`config.mk`:
```
export PLATFORM = sky130hd
export DESIGN_NAME = reg_bank
export DESIGN_NICKNAME = d
export VERILOG_FILES = /design/src/rtl/reg_bank_pkg.sv /design/src/rtl/reg_bank_alu.sv /design/src/rtl/reg_bank.sv
export SDC_FILE = /design/constraint.sdc
export NUM_CORES = 1
export LEC_CHECK = 0
export BUFFER_PORTS_ARGS = -buffer_cell sky130_fd_sc_hd__buf_4
export CORE_ASPECT_RATIO = 0.5
export CORE_MARGIN = 3
export CORE_UTILIZATION = 54
export CTS_BUF_LIST = sky130_fd_sc_hd__clkbuf_8
export CTS_CLUSTER_DIAMETER = 50
export DETAILED_ROUTE_END_ITERATION = 12
export PLACE_DENSITY = 0.79
export SYNTH_ARGS = -nofsm -noshare
export SYNTH_HDL_FRONTEND = slang
export SYNTH_SLANG_ARGS = --single-unit
```
`constraint.sdc`:
```
create_clock -name CLK -period 2.96 [get_ports CLK]
set_input_delay 0.592 -clock CLK [delete_from_list [all_inputs] [get_ports CLK]]
set_output_delay 0.592 -clock CLK [all_outputs]
set_load 0.05 [all_outputs]
```
`src/rtl/reg_bank_pkg.sv`:
```
// Shared types for the general-purpose register bank: operation codes and
// the carry/zero flag pair.
package reg_bank_pkg;

  typedef enum logic [2:0] {
    OP_LOAD = 3'b000,
    OP_CLR  = 3'b001,
    OP_INC  = 3'b010,
    OP_DEC  = 3'b011,
    OP_SHL  = 3'b100,
    OP_SHR  = 3'b101,
    OP_ROL  = 3'b110,
    OP_NOP  = 3'b111
  } wop_e;

  typedef struct packed {
    logic carry;
    logic zero;
  } flags_t;

endpackage

```
`src/rtl/reg_bank_alu.sv`:
```
// Combinational in-place operation unit: computes the next register value and
// carry from the old value; shared by the write path and the forwarding path.
module reg_bank_alu
  import reg_bank_pkg::*;
#(
  parameter int WIDTH = 8
) (
  input  logic [WIDTH-1:0] old_val_i,
  input  logic [2:0]       wop_i,
  input  logic [WIDTH-1:0] wdata_i,
  input  logic             sin_i,
  output logic [WIDTH-1:0] res_o,
  output logic             carry_o
);

  always_comb begin
    res_o   = old_val_i;
    carry_o = 1'b0;
    case (wop_e'(wop_i))
      OP_LOAD: res_o = wdata_i;
      OP_CLR:  res_o = '0;
      OP_INC: begin
        res_o   = old_val_i + WIDTH'(1);
        carry_o = &old_val_i;
      end
      OP_DEC: begin
        res_o   = old_val_i - WIDTH'(1);
        carry_o = ~|old_val_i;
      end
      OP_SHL: begin
        res_o   = {old_val_i[WIDTH-2:0], sin_i};
        carry_o = old_val_i[WIDTH-1];
      end
      OP_SHR: begin
        res_o   = {sin_i, old_val_i[WIDTH-1:1]};
        carry_o = old_val_i[0];
      end
      OP_ROL: begin
        res_o   = {old_val_i[WIDTH-2:0], old_val_i[WIDTH-1]};
        carry_o = old_val_i[WIDTH-1];
      end
      default: begin
        res_o   = old_val_i;
        carry_o = 1'b0;
      end
    endcase
  end

endmodule

```
`src/rtl/reg_bank.sv`:
```
// Bank of NUM_REGS x WIDTH registers with one in-place operation per cycle and
// two combinational read ports. Define REG_BANK_BYPASS_EN for write-through reads.
module reg_bank
  import reg_bank_pkg::*;
#(
  parameter  int WIDTH    = 8,
  parameter  int NUM_REGS = 4,
  localparam int ADDR_W   = $clog2(NUM_REGS)
) (
  input  logic              CLK,
  input  logic              RST,
  input  logic              we,
  input  logic [ADDR_W-1:0] waddr,
  input  logic [2:0]        wop,
  input  logic [WIDTH-1:0]  wdata,
  input  logic              sin,
  input  logic [ADDR_W-1:0] raddr_a,
  input  logic [ADDR_W-1:0] raddr_b,
  output logic [WIDTH-1:0]  rdata_a,
  output logic [WIDTH-1:0]  rdata_b,
  output logic              carry,
  output logic              zero
);

  logic [WIDTH-1:0] regs_q [NUM_REGS];
  logic [WIDTH-1:0] regs_d [NUM_REGS];
  flags_t           flags_q;
  flags_t           flags_d;

  logic             exec;
  logic [WIDTH-1:0] old_w;
  logic [WIDTH-1:0] alu_res;
  logic             alu_carry;
  logic [WIDTH-1:0] rd_a_raw;
  logic [WIDTH-1:0] rd_b_raw;

  // Reset is folded in so forwarding never leaks a value while the bank is held clear.
  assign exec = we && (wop != 3'(OP_NOP)) && (int'(waddr) < NUM_REGS) && !RST;

  always_comb begin
    old_w    = '0;
    rd_a_raw = '0;
    rd_b_raw = '0;
    for (int i = 0; i < NUM_REGS; i++) begin
      if (waddr == ADDR_W'(i))   old_w    = regs_q[i];
      if (raddr_a == ADDR_W'(i)) rd_a_raw = regs_q[i];
      if (raddr_b == ADDR_W'(i)) rd_b_raw = regs_q[i];
    end
  end

  reg_bank_alu #(.WIDTH(WIDTH)) u_alu (
    .old_val_i (old_w),
    .wop_i     (wop),
    .wdata_i   (wdata),
    .sin_i     (sin),
    .res_o     (alu_res),
    .carry_o   (alu_carry)
  );

  for (genvar gi = 0; gi < NUM_REGS; gi++) begin : g_next
    assign regs_d[gi] = (exec && (waddr == ADDR_W'(gi))) ? alu_res : regs_q[gi];
  end

  assign flags_d = '{carry: alu_carry, zero: (alu_res == '0)};

  always_ff @(posedge CLK or posedge RST) begin
    if (RST) begin
      for (int i = 0; i < NUM_REGS; i++) regs_q[i] <= '0;
      flags_q <= '0;
    end else begin
      regs_q <= regs_d;
      if (exec) flags_q <= flags_d;
    end
  end

`ifdef REG_BANK_BYPASS_EN
  assign rdata_a = (exec && (raddr_a == waddr)) ? alu_res : rd_a_raw;
  assign rdata_b = (exec && (raddr_b == waddr)) ? alu_res : rd_b_raw;
`else
  assign rdata_a = rd_a_raw;
  assign rdata_b = rd_b_raw;
`endif

  assign carry = flags_q.carry;
  assign zero  = flags_q.zero;

endmodule

```
# Yosys cells after proc, flatten, opt, wreduce, memory -nomap -nowiden
# Index checks and enable logic that the tools add are counted.
dict set report totals {
  wordCells 54
  mem_bits_ro 0
  out_inout_bits 18
  mem_bits_rw 0
  latch_bits 0
  ff_bits 34
  mem_count 0
}
dict set report op_classes {
  order_cmp 0
  n_reduce_logical 16
  shifts 0
  addsub 2
  n_eq_ne 16
  muxes 14
  n_mul 0
  bitwise 0
  div_mod_pow 0
}
# op count
set op_table {}
lappend op_table {{2-to-1 mux 8 bit} 12}
lappend op_table {{one-hot mux 8 bit (7 select lines)} 1}
lappend op_table {{== test 2 bit, second input constant} 6}
lappend op_table {{== test 3 bit, second input constant} 3}
lappend op_table {{adder 8 x 1 -> 8 bit, second input constant} 1}
lappend op_table {{zero test 8 bit} 1}
lappend op_table {{AND reduction 8 bit} 1}
lappend op_table {{OR reduction 8 bit} 1}
lappend op_table {{subtractor 8 x 1 -> 8 bit, second input constant} 1}
lappend op_table {{== test 2 x 1 -> 1 bit, second input constant} 3}
lappend op_table {{== test 3 x 2 -> 1 bit, second input constant} 2}
lappend op_table {{logical AND 1 bit} 6}
lappend op_table {{zero test 2 bit} 3}
lappend op_table {{one-hot mux 1 bit (4 select lines)} 1}
lappend op_table {{== test 3 x 1 -> 1 bit, second input constant} 1}
lappend op_table {{zero test 3 bit} 1}
lappend op_table {{!= test 3 bit, second input constant} 1}
lappend op_table {{zero test 1 bit} 2}
lappend op_table {{OR reduction 2 bit} 1}

# Longest topological paths before layout
dict set report depth {
  depth_word 8
  depth_mapped 12
  depth_no_buf 10
}

# Cells and area by module
# Synthesis repeated with hierarchy kept, for this count alone.
dict set report hier_totals {
  cells_unflattened 226
  area_unflattened_um2 2717.6
}
# module cells_per_inst area_per_inst_um2 n_inst seq_area_each_um2
set modules_own_cells {}
lappend modules_own_cells {reg_bank 112 1968.1 1 850.8}
lappend modules_own_cells {reg_bank_alu 114 749.5 1 0.0}

# Worst setup path after synthesis
# OpenSTA, ideal clock, no wires.
dict set report synth_timing {
  path_kind {input to register}
  from {in wop[2]}
  to {reg regs_q[31] (netlist bit)}
  slack_ns -0.439
  cell_stages 12
  required_ns 2.835
  arrival_ns 3.275
  cell_sequence {clkbuf_1 -> clkbuf_1 -> inv_1 -> nand2_1 -> nor2_1 -> ha_1 -> or4_1 -> a21o_1 -> a31o_1 -> a32o_1 -> and3_4 -> mux2_2}
}
dict set report synth_via {
  elab_chain_cells 4
  word_cells_on_any_way 12
  cone_classes {7 x eq/ne; 1 x mux; 4 x reduce/logical}
}
# element line
set synth_lines {}
lappend synth_lines {{start, declared} reg_bank.sv:14} ;# input logic [2:0] wop,
lappend synth_lines {{parallel branches: the longest is 4 deep, another holds one-hot mux 8 bit (7 select lines)} -}
lappend synth_lines {{end signal, assigned} reg_bank.sv:71} ;# regs_q <= regs_d;
lappend synth_lines {{end, declared} reg_bank.sv:25} ;# logic [WIDTH-1:0] regs_q [NUM_REGS];
# Parallel ways; which one is timed is not known.
# A chain may end at the register's enable or synchronous reset.

# Worst setup path in the final report
dict set report layout_timing {
  from {in waddr[1]}
  to {reg regs_q[23] (netlist bit)}
}
dict set report layout_via {
  elab_chain_cells 7
  word_cells_on_any_way 12
  cone_classes {2 x add/sub; 3 x eq/ne; 5 x mux; 2 x reduce/logical}
}
# element line
set layout_lines {}
lappend layout_lines {{start, declared} reg_bank.sv:13} ;# input logic [ADDR_W-1:0] waddr,
lappend layout_lines {{zero test 2 bit} reg_bank.sv:45} ;# if (waddr == ADDR_W'(i)) old_w = regs_q[i];
lappend layout_lines {{2-to-1 mux 8 bit (4 in a row)} reg_bank.sv:45}
lappend layout_lines {{subtractor 8 x 1 -> 8 bit or adder 8 x 1 -> 8 bit (tied branches)} {reg_bank_alu.sv:27, reg_bank_alu.sv:23}}
lappend layout_lines {{one-hot mux 8 bit (7 select lines)} reg_bank_alu.sv:19} ;# case (wop_e'(wop_i))
# Several ways; a longest one is shown, not always the timed one.

==> summary.txt <==
Detailed routing
  – WL per Instance: 22.0 µm
  – Post-route DRC: 0
  – Via density: 6.87
  – Antenna viol nets, final: 0
  – Total number of vias: 2658
  – First DRT Iteration DRCs: 401
  – Routed WL: 8520 µm
  – Router iterations before antenna repair: 5

Layout
  – Final instance area: 0.00345 mm²
  – Cell Count, Final, Fillers Out: 387
  – Layout cells sized above 1: 0.430
  – Inserted Diodes: 0
  – Fin nets: 349
  – Area of the multi-input gates: 0.00188 mm²
  – Fillers: 337
  – Area Growth Syn to Fin: 23.8%
  – FF/Latch Area: 852 µm²

Hold path
  – Worst Hold Launch: zero
  – Hold crit path type: flop to flop

Synth
  – Post-Synthesis Cells: 263
  – Post-synth ARST share: 1.00
  – Post-Syn Area per Cell: 10.6 µm²
  – Yosys top cell by area: dfrtp_1
  – Syn_nets: 292
  – Top FF cell, synth: dfrtp_1
  – Seq cells post-synth: 34
  – Synthesized cell area: 0.00279 mm²
  – Synth top area share: 0.305
  – Synth top cells by count: 34 x dfrtp_1, 31 x nand2_1, 26 x mux4_2
  – Top area cells in the synthesized netlist: dfrtp_1 31%, mux4_2 21%, mux2_2 8.9%
  – Ys Warns: 0
  – Distinct cells, synth: 54
  – Top-count cell post-synth: dfrtp_1
  – Seq/Total Area, Yosys: 0.305
  – Post-synth EDFFs: 0

Timing
  – Final setup fails: 0
  – RSZ-0062 raised after global routing: no
  – Final hold vios: 0
  – Max transition margin: 0.617
  – Worst slew pin tran: 0.573 ns
  – Max Slew Vio Count: 0
  – Fmax: 0.348 GHz
  – Final Skew: 0.00414 ns
  – Fin crit share: 0.971
  – Minimum clock period: 2.87 ns

Setup path
  – Startpoint Class: input pin
  – Worst-path fanout max: 9
  – Ordered list of cells on the worst path: buf_6 -> mux4_2 -> ha_4 -> or4_1 -> a21o_1 -> a31o_1 -> a32o_1 -> and3_4 -> mux2_2
  – CP max stage cell: mux4_2
  – Data arrival, critical path: 3.05 ns
  – Worst EP required: 3.14 ns
  – Worst R2R End: regs_q[23]
  – Crit Path Class: input pin to flop
  – Setup crit start: waddr[1]
  – Worst reg-to-reg setup slack: 0.11 ns
  – Crit path largest cell delay: 0.56 ns
  – FF-to-FF Start: regs_q[17]
  – Critical Path Sink: regs_q[23]
  – Cells on worst reg2reg path: 8
  – Crit end category: flop

Power and ir drop
  – P_leak: 1.49 nW
  – Share of total power in the clock network: 0.133
  – Net Sw Frac: 0.450
  – Power per cell area: 802 mW/mm²
  – Pint: 1.52 mW
  – Max VDD drop: 0.589 mV
  – Gate power share: 0.576
  – Switch Pwr: 1.24 mW
  – Seq pwr share: 0.290

Die
  – Die Area: 0.00611 mm²
  – Ports: 39
  – Core Area: 0.00468 mm²
  – Die X-Extent: 108 µm
  – Initial Utilization: 0.595
  – Die Y: 56.8 µm
  – Rows: 17

Placed design
  – Port Buffer Count: 38
  – GPL Wtd Cong: 0.974
  – Post-DP Area: 0.00333 mm²
  – Hpwl dp: 6300 µm
  – Inst Count DP: 379

Global routing
  – Tot GR Track Use: 0.291
  – First-pass GRT wire length: 13400 µm
  – Number of global-route vias before repair: 2513
  – Total grt overflow: 0
  – Initial antenna violation count: 0
  – Largest net degree at the start of global routing: 35

Clocking
  – Clock Pin Slew Worst Setup and Hold Paths: 0.07 ns
  – Worst-skew pair later-pin latency: 0.30 ns
  – Clock Path Buffers: 2
  – CTS tree: built
  – Total CTS buffers: 5
  – CTS root buf: clkbuf_8
  – Max H-tree Level: 2
  – CTS sink cnt: 34

Status
  – Outcome: finished clean

Job
  – Max-cap viol count: 0
-- placed cells by master (no fill, tap or decap), drive strengths merged, types with 2 or more instances in the layout --
cell type,instances
a21o,3
a21oi,8
a22oi,3
a31oi,2
and3,3
and4b,2
buf,69
clkbuf,6
dfrtp,34
ha,7
inv,4
mux2,22
mux4,26
nand2,31
nand2b,4
nand3,10
nand3b,2
nand4,3
nor2,17
nor2b,3
nor3,5
nor3b,3
nor4,2
o21ai,13
o22ai,5
o31ai,10
o32ai,2
-- worst max-delay path: cells and delay by family --
kind                     cells  cell delay (ns)
AND/OR/NAND/NOR              2             0.68
AO/OA/AOI/OAI                3             0.63
adder cells (fa/ha/maj)      1             0.18
buffers and inverters        1             0.13
multiplexers                 2             0.82
-- power groups by stage --
| stage | Combinational [mW] | Clock, mW | Sequential (mW) |
|---|---|---|---|
| 6_report | 1.59 | 0.369 | 0.803 |
| 2_1_floorplan | 1.10 | 0 | 0.749 |
| 5_1_grt | 1.68 | 0.394 | 0.823 |
| 4_1_cts | 1.56 | 0.370 | 0.793 |
| 3_5_place_dp | 1.54 | 0 | 0.802 |
| 3_3_place_gp | 1.51 | 0 | 0.774 |
-- cell type report --
class                           count  area share
Clock buffer                        6      0.0239
Clock inverter                      2     0.00363
Inverter                            4     0.00435
Multi-Input combinational cell    206       0.546
Sequential cell                    34       0.247
Tap cell                           66      0.0239
Timing Repair Buffer               69       0.151
-- layer usage --
layer	share of wire	GRT usage	up-vias
met5	0	0	-
met4	0.027	0.0989	0
met3	0.13	0.0930	32
met2	0.45	0.423	211
met1	0.39	0.412	1274
li1	-	-	1141
-- sequential cells by signal, indices dropped and copies added, names as in the netlist --
| signal | count |
|---|---|
| regs_q | 32 |
| carry | 1 |
| zero | 1 |
-- stage by stage --
| stage | setup WS (ns) | power, mW | setup TNS [ns] | hold slack (ns) | util |
|---|---|---|---|---|---|
| floorplan | -0.106 | 1.85 | -0.420 | 0.477 | - |
| global placement | -0.225 | 2.28 | -2.29 | 0.471 | 0.712 |
| detailed placement | -0.268 | 2.35 | -3.47 | 0.480 | 0.712 |
| CTS | 0.0439 | 2.72 | 0 | 0.495 | 0.732 |
| global route | 0.00603 | 2.90 | 0 | 0.518 | 0.737 |
| finish | 0.0858 | 2.77 | 0 | 0.489 | 0.737 |
-- worst min path at each step --
stage | endpoint | cells past startpoint
after floorplan | regs_q[18] | 2
after global placement | zero | 2
after detailed placement | zero | 2
after CTS | regs_q[2] | 3
after global routing | regs_q[16] | 3
final | zero | 2
-- cell families after synthesis --
kind of cell             share of synthesized area
buffers and inverters                       0.0391
AND/OR/NAND/NOR                              0.165
AO/OA/AOI/OAI                                0.143
XOR/XNOR                                   0.00629
adder cells (fa/ha/maj)                     0.0386
multiplexers                                 0.303
flip-flops                                   0.305
-- repair_timing --
action	4_1_cts	5_1_grt
buffers inserted	0	0
hold buffers	0	0
setup endpoints to repair	0	8
gates resized for setup	0	5
No activity file was read; power rests on OpenSTA's default activity.
